==> config.mk <==
export PLATFORM = sky130hd
export DESIGN_NAME = ctr_slice_reg_flat
export DESIGN_NICKNAME = d
export VERILOG_FILES = /design/src/rtl/ctr_slice_reg_if.sv /design/src/rtl/ctr_slice_reg.sv /design/src/flat_wrapper.sv
export SDC_FILE = /design/constraint.sdc
export NUM_CORES = 1
export LEC_CHECK = 0
export CAP_MARGIN = 0
export CORE_AREA = 3 3 40 42
export DETAILED_ROUTE_END_ITERATION = 10
export DIE_AREA = 0 0 43 45
export SLEW_MARGIN = 10
export SYNTH_ARGS = -nofsm -noshare
export SYNTH_HDL_FRONTEND = slang
export SYNTH_SLANG_ARGS = --single-unit
==> constraint.sdc <==
create_clock -name clk -period 1.7 [get_ports clk]
set_clock_uncertainty 0.2 [all_clocks]
set_input_delay 0.34 -clock clk [delete_from_list [all_inputs] [get_ports clk]]
set_output_delay 0.34 -clock clk [all_outputs]
set_load 0.02 [all_outputs]
==> src/rtl/ctr_slice_reg_if.sv <==
// Control and status bundle for one cascadable counter slice.
// The dn direction input exists only when CTR_SLICE_DOWN_EN is defined.
interface ctr_slice_reg_if #(
  parameter int WIDTH = 4
);
  logic             clr_n;
  logic             ld;
  logic [WIDTH-1:0] din;
  logic             en_p;
  logic             en_t;
`ifdef CTR_SLICE_DOWN_EN
  logic             dn;
`endif
  logic [WIDTH-1:0] q;
  logic             rco;
  logic             tc_pls;
  logic             ld_err;

  modport master (
    output clr_n, ld, din, en_p, en_t,
`ifdef CTR_SLICE_DOWN_EN
    output dn,
`endif
    input  q, rco, tc_pls, ld_err
  );

  modport slave (
    input  clr_n, ld, din, en_p, en_t,
`ifdef CTR_SLICE_DOWN_EN
    input  dn,
`endif
    output q, rco, tc_pls, ld_err
  );
endinterface

==> src/rtl/ctr_slice_reg.sv <==
// Cascadable modulo-(MAXV+1) counter slice: clear/load/count, combinational rco, one-cycle wrap pulse.
// Latency 1 cycle for q/tc_pls/ld_err; no backpressure. Define CTR_SLICE_DOWN_EN to add the dn input.
module ctr_slice_reg #(
  parameter int WIDTH = 4,
  parameter int MAXV  = (1 << WIDTH) - 1
) (
  input  logic          clk,
  input  logic          rst_n,
  ctr_slice_reg_if.slave bus
);
  localparam logic [WIDTH-1:0] LP_MAX = WIDTH'(MAXV);

  logic [WIDTH-1:0] r_q;
  logic             r_tc_pls;
  logic             r_ld_err;

  logic             w_dn;
  logic [WIDTH-1:0] w_term;
  logic             w_at_term;
  logic             w_cnt;
  logic [WIDTH-1:0] w_nxt;
  logic             w_ld_ovf;

`ifdef CTR_SLICE_DOWN_EN
  assign w_dn = bus.dn;
`else
  assign w_dn = 1'b0;
`endif

  // Terminal tracks the current direction so rco and the wrap pulse agree with the next step.
  assign w_term    = w_dn ? '0 : LP_MAX;
  assign w_at_term = (r_q == w_term);
  assign w_cnt     = bus.en_p & bus.en_t & ~bus.ld & bus.clr_n;
  assign w_ld_ovf  = (bus.din > LP_MAX);

  always_comb begin
    w_nxt = r_q;
    if (w_dn) begin
      w_nxt = (r_q == '0) ? LP_MAX : r_q - WIDTH'(1);
    end else begin
      w_nxt = (r_q == LP_MAX) ? '0 : r_q + WIDTH'(1);
    end
  end

  always_ff @(posedge clk) begin
    if (!rst_n) begin
      r_q      <= '0;
      r_tc_pls <= 1'b0;
      r_ld_err <= 1'b0;
    end else if (!bus.clr_n) begin
      r_q      <= '0;
      r_tc_pls <= 1'b0;
    end else if (bus.ld) begin
      // Out-of-range loads saturate so q never leaves 0..MAXV.
      r_q      <= w_ld_ovf ? LP_MAX : bus.din;
      r_tc_pls <= 1'b0;
      if (w_ld_ovf) r_ld_err <= 1'b1;
    end else if (w_cnt) begin
      r_q      <= w_nxt;
      r_tc_pls <= w_at_term;
    end else begin
      r_tc_pls <= 1'b0;
    end
  end

  assign bus.q      = r_q;
  assign bus.tc_pls = r_tc_pls;
  assign bus.ld_err = r_ld_err;
  assign bus.rco    = bus.en_t & w_at_term;
endmodule

==> src/flat_wrapper.sv <==
// flat-port wrapper written by rule: the top's interface ports become plain ports
module ctr_slice_reg_flat 
#(
  parameter int WIDTH = 4,
  parameter int MAXV  = (1 << WIDTH) - 1
)
  (clk, rst_n, bus_clr_n, bus_ld, bus_din, bus_en_p, bus_en_t, bus_q, bus_rco, bus_tc_pls, bus_ld_err);
  ctr_slice_reg_if #(.WIDTH(WIDTH)) bus_i ();
  input  logic clk;
  input  logic rst_n;
  input wire logic [$bits(bus_i.clr_n)-1:0] bus_clr_n;
  input wire logic [$bits(bus_i.ld)-1:0] bus_ld;
  input wire logic [$bits(bus_i.din)-1:0] bus_din;
  input wire logic [$bits(bus_i.en_p)-1:0] bus_en_p;
  input wire logic [$bits(bus_i.en_t)-1:0] bus_en_t;
  output wire logic [$bits(bus_i.q)-1:0] bus_q;
  output wire logic [$bits(bus_i.rco)-1:0] bus_rco;
  output wire logic [$bits(bus_i.tc_pls)-1:0] bus_tc_pls;
  output wire logic [$bits(bus_i.ld_err)-1:0] bus_ld_err;
  assign bus_i.clr_n = bus_clr_n;
  assign bus_i.ld = bus_ld;
  assign bus_i.din = bus_din;
  assign bus_i.en_p = bus_en_p;
  assign bus_i.en_t = bus_en_t;
  assign bus_q = bus_i.q;
  assign bus_rco = bus_i.rco;
  assign bus_tc_pls = bus_i.tc_pls;
  assign bus_ld_err = bus_i.ld_err;
  ctr_slice_reg #(.WIDTH(WIDTH), .MAXV(MAXV)) u_core (.clk(clk), .rst_n(rst_n), .bus(bus_i));
endmodule
# [Word level (Yosys, flattened, before mapping)]
# Cells that the tools add are included.
[op_classes] n_addsub=1 magnitude_cmp=1 eq_ne=1 n_mux=4 bitwise_logic=8 reduce_logical=4
[ops] cell="$mux 4" count=4
[ops] cell="$add 4x1->4 const B" count=1
[ops] cell="$and 1x1->1" count=4
[ops] cell="$eq 4x4->1 const B" count=1
[ops] cell="$gt 4x4->1 const B" count=1
[ops] cell="$not 1->1" count=4
[ops] cell="$reduce_or 4->1" count=1
[ops] cell="$reduce_and 3->1" count=1
[ops] cell="$reduce_and 2->1" count=1
[ops] cell="$reduce_bool 2->1" count=1
[word_totals] reg_bits=6 in_bits=10 output_inout_bits=7 word_cells=22

# [Depth between registers and ports, before layout]
[logic_depth] ltp_word=5 mapped_depth=4 depth_no_buf=4

# [Least setup slack after synthesis]
# No wires, ideal clock.
[synth_timing] kind="register to output" start="register u_core.r_q[0], in the netlist u_core.bus.q[0]" end="output bus_rco" arrival_time_ps=1112 required_ps=1160 path_slack_ps=48 stages_incl_launch_ff=4 n_path_buf=0 cell_sequence="dfxtp_1 > ha_1 > and3_2 > and2_1"
[synth_between] elab_chain_cells=2
[synth_lines] element="start: declaration" line_no="ctr_slice_reg.sv:13" source="logic [WIDTH-1:0] r_q;"
[synth_lines] element="start signal: assignment" line_no="ctr_slice_reg.sv:55" source="r_q <= w_ld_ovf ? LP_MAX : bus.din;"
[synth_lines] element="start signal: assignment" line_no="ctr_slice_reg.sv:59" source="r_q <= w_nxt;"
[synth_lines] element="$eq 4x4->1" line_no="ctr_slice_reg.sv:32" source="assign w_at_term = (r_q == w_term);"
[synth_lines] element="$and 1x1->1" line_no="ctr_slice_reg.sv:69" source="assign bus.rco = bus.en_t & w_at_term;"
[synth_lines] element="end: declaration" line_no="flat_wrapper.sv:17" source="output wire logic [$bits(bus_i.rco)-1:0] bus_rco;"
# Every way passes these cells.

# [Worst setup path after layout]
# Ends and elaborated chain as after synthesis.

==> metrics.md <==
| Metric | Value |
|---|---|
| Status | `finished with violations` |
| Violated checks | `setup timing` |
| Most frequent cells in the layout | `buf_4 (13), clkdlybuf4s50_1 (10), inv_1 (5)` |
| Total GRT Usage | `around a tenth` |
| Core area | `1280 um2` |
| RSZ-0062 raised after global routing | `true` |
| Synth area leaders | `dfxtp_1 (33%), nand4b_4 (7.8%), a211oi_1 (7.4%), inv_1 (6.2%), ha_1 (4.1%)` |
| Global placement routability congestion | `0.760` |
| Worst Path Arrival | `between 1000 and 1500 ps` |
| Total Power | `between 300 and 400 uW` |
| Post-Syn Area | `304 um2` |
| First-pass GRT wire length | `~1300 um` |
| Fillers | `between 100 and 150` |
| VDD IR max | `between 0.0002 and 0.0003 V` |
| Area Overhead vs Synth | `99.2%` |
| Routed wire length | `929 um` |
| CTS Buf Count | `3` |
| Area after DPL | `about 550 um2` |
| Crit Path Class | `flip-flop to output pin` |
| Worst hold start | `u_core.bus.q[3]` |
| Fmax achieved | `579 MHz` |
| DR vias | `377` |
| Hold Path Class | `flip-flop to flip-flop` |
| Dpl ws | `-370 ps` |
| Max Cap Violations | `0` |
| Die area | `~1900 um2` |
| Hold path depth | `3` |
| Remaining DRCs | `0` |
| Synth Net Count | `46` |
| IO Pins | `17` |
| Wire per inst | `11.5 um` |
| Reg2reg start | `u_core.bus.q[0]` |
| Crit Path Max Fanout | `3` |
| Port Buffers | `15` |
| Min Clock Period, post-route | `1730 ps` |
| Lkg Pwr | `0.000295 uW` |
| Detailed placer's ending HPWL | `between 600 and 700 um` |
| YS warnings | `0` |
| Share of the yosys chip area belonging to registers | `32.9%` |
| Largest net degree at the start of global routing | `7` |
| CP startpoint kind | `flip-flop` |
| Starting Density | `23.7%` |
| Worst R2R End | `u_core.bus.q[0]` |
| Initial DRC Count | `5` |
| Crit share post-route | `102%` |
| Number of diodes | `0` |
| Fin area | `between 600 and 700 um2` |
| Vias per cell | `4.65` |
| Clock root buffer | `clkbuf_4` |
| GRT Residual Overflow | `0` |
| Worst-path clk slew | `50 ps` |
| R2R setup slack | `-10 ps` |
| Post-synthesis instance total | `35` |
| Post-synth cell types | `23` |
| Worst-skew pair later-pin latency | `250 ps` |
| Slowest CP cell | `dfxtp_4` |
| Final hold vios | `0` |
| Clock H-tree levels | `1` |
| Max stage delay on crit path | `360 ps` |
| Clock tree from TritonCTS | `built` |
| Worst EP required | `1160 ps` |
| Fraction of layout cells with a size suffix above 1 | `~38%` |
| Initial antenna violation count | `0` |
| Crit path capture type | `output pin` |
| Drt pass-1 iters | `4` |
| Worst setup margin | `-27.9 ps` |
| CTS Hold Bufs | `0` |
| Worst reg-to-reg path cell count | `6` |
| Die H | `45 um` |
| Pwr dens | `574 nW/um2` |
| Finish-stage setup viols | `2` |
| Vias in the first global route | `322` |
| Clk sinks | `5` |
| Commonest non-fill, non-tap cell in the layout | `buf_4` |
| Final Max Tran Viols | `0` |
| Critical-path cell list | `ha_4, and3_4, and2_4, buf_6` |
| Overall die width | `43 um` |
| Synth top area share | `32.9%` |
| Clock Path Buffers | `2` |
| Synthesis-stage register bit count | `5` |
| Final hold slack | `442 ps` |
| Nets@finish | `78` |
| Hold Crit Endpoint | `u_core.bus.q[3]` |
| Avg Cell Area, Syn | `8.69 um2` |
| Yosys top cell by area | `dfxtp_1` |
| Site Rows | `13` |
| Final ANT Viol Nets | `0` |
==> area by class of cell <==
class	count	area (um2)	share of cell area [%]
Timing Repair Buffer	28	240	39.7
Tap cell	15	18.8	3.10
Multi-Input combinational cell	24	196	32.4
Clock buffer	4	26.3	4.34
Sequential cell	5	105	17.4
Inverter	5	18.8	3.10
==> metal layers <==
layer | global-route usage, % | wire length [um] | up-vias | share of wire [%]
met5 | 0 | 0 | - | 0
met4 | 7.23 | 15 | 0 | 1.6
met3 | 5.58 | 84 | 4 | 9.0
met2 | 12.9 | 385 | 16 | 41
met1 | 11.6 | 443 | 167 | 48
li1 | - | - | 190 | -
==> cells by family (layout without fill, tap and decap cells) <==
kind of cell	count (synthesis)	count (layout)	synth area share [%]
compound gates	10	10	23.0
buf+inv	6	37	8.64
other cells	1	1	1.23
flops	5	5	32.9
mux	1	1	3.29
simple gates	11	11	26.7
fa+ha+maj	1	1	4.11
==> sequential cells by signal, indices dropped and copies added (netlist names) <==
signal / cells
u_core.bus.q: 4
u_core.bus.tc_pls: 1
==> timing repair <==
action,CTS,global route
endpoints found under the setup margin,5,1
pin swaps,0,2
gates resized for setup,9,10
buffers inserted,0,2
==> stage by stage <==
step / std cells / util [%] / setup TNS [ps]
after floorplan: 35 / - / 0
after global routing: 81 / 47.1 / -148
after global placement: 75 / 42.6 / -692
after CTS: 79 / 44.1 / -127
after detailed placement: 75 / 42.6 / -749
final: 81 / 47.1 / -38.5
==> power by group <==
group / internal [uW] / switching [uW]
sequential: 121 / 3.56
combinational: 44.0 / 32.7
clock: 89.3 / 57.0
==> cells in the mapped netlist <==
| master | number |
|---|---|
| dfxtp_1 | 5 |
| inv_1 | 5 |
| a211oi_1 | 3 |
| a21oi_1 | 2 |
| nand2_1 | 2 |
| a31oi_1 | 1 |
| and2_1 | 1 |
| and3_1 | 1 |
| and3_2 | 1 |
| and4b_1 | 1 |
| buf_4 | 1 |
| conb_1 | 1 |
| ha_1 | 1 |
| mux2i_1 | 1 |
| nand3_1 | 1 |
| nand4b_4 | 1 |
| nor2_1 | 1 |
| nor3_1 | 1 |
| o211ai_1 | 1 |
| o21a_1 | 1 |
| o22ai_1 | 1 |
| o31a_2 | 1 |
| or3_1 | 1 |
==> critical path: cells and delay by family (launching register included) <==
family | cells | cell delay (ps)
fa+ha+maj | 1 | 160
buf+inv | 1 | 120
simple gates | 2 | 300
flops | 1 | 360
==> worst max path at each step <==
stage | startpoint | to | depth (start not counted) | slack, ps
after global placement | bus_en_t | bus_rco | 3 | -350
final | u_core.bus.q[0] | bus_rco | 4 | -30
after detailed placement | bus_en_t | bus_rco | 3 | -370
after global routing | u_core.bus.q[0] | u_core.bus.q[0] | 6 | -80
after floorplan | u_core.bus.q[0] | bus_rco | 3 | 50
after CTS | u_core.bus.q[0] | bus_rco | 4 | -130
No activity file was read; power rests on OpenSTA's default activity.
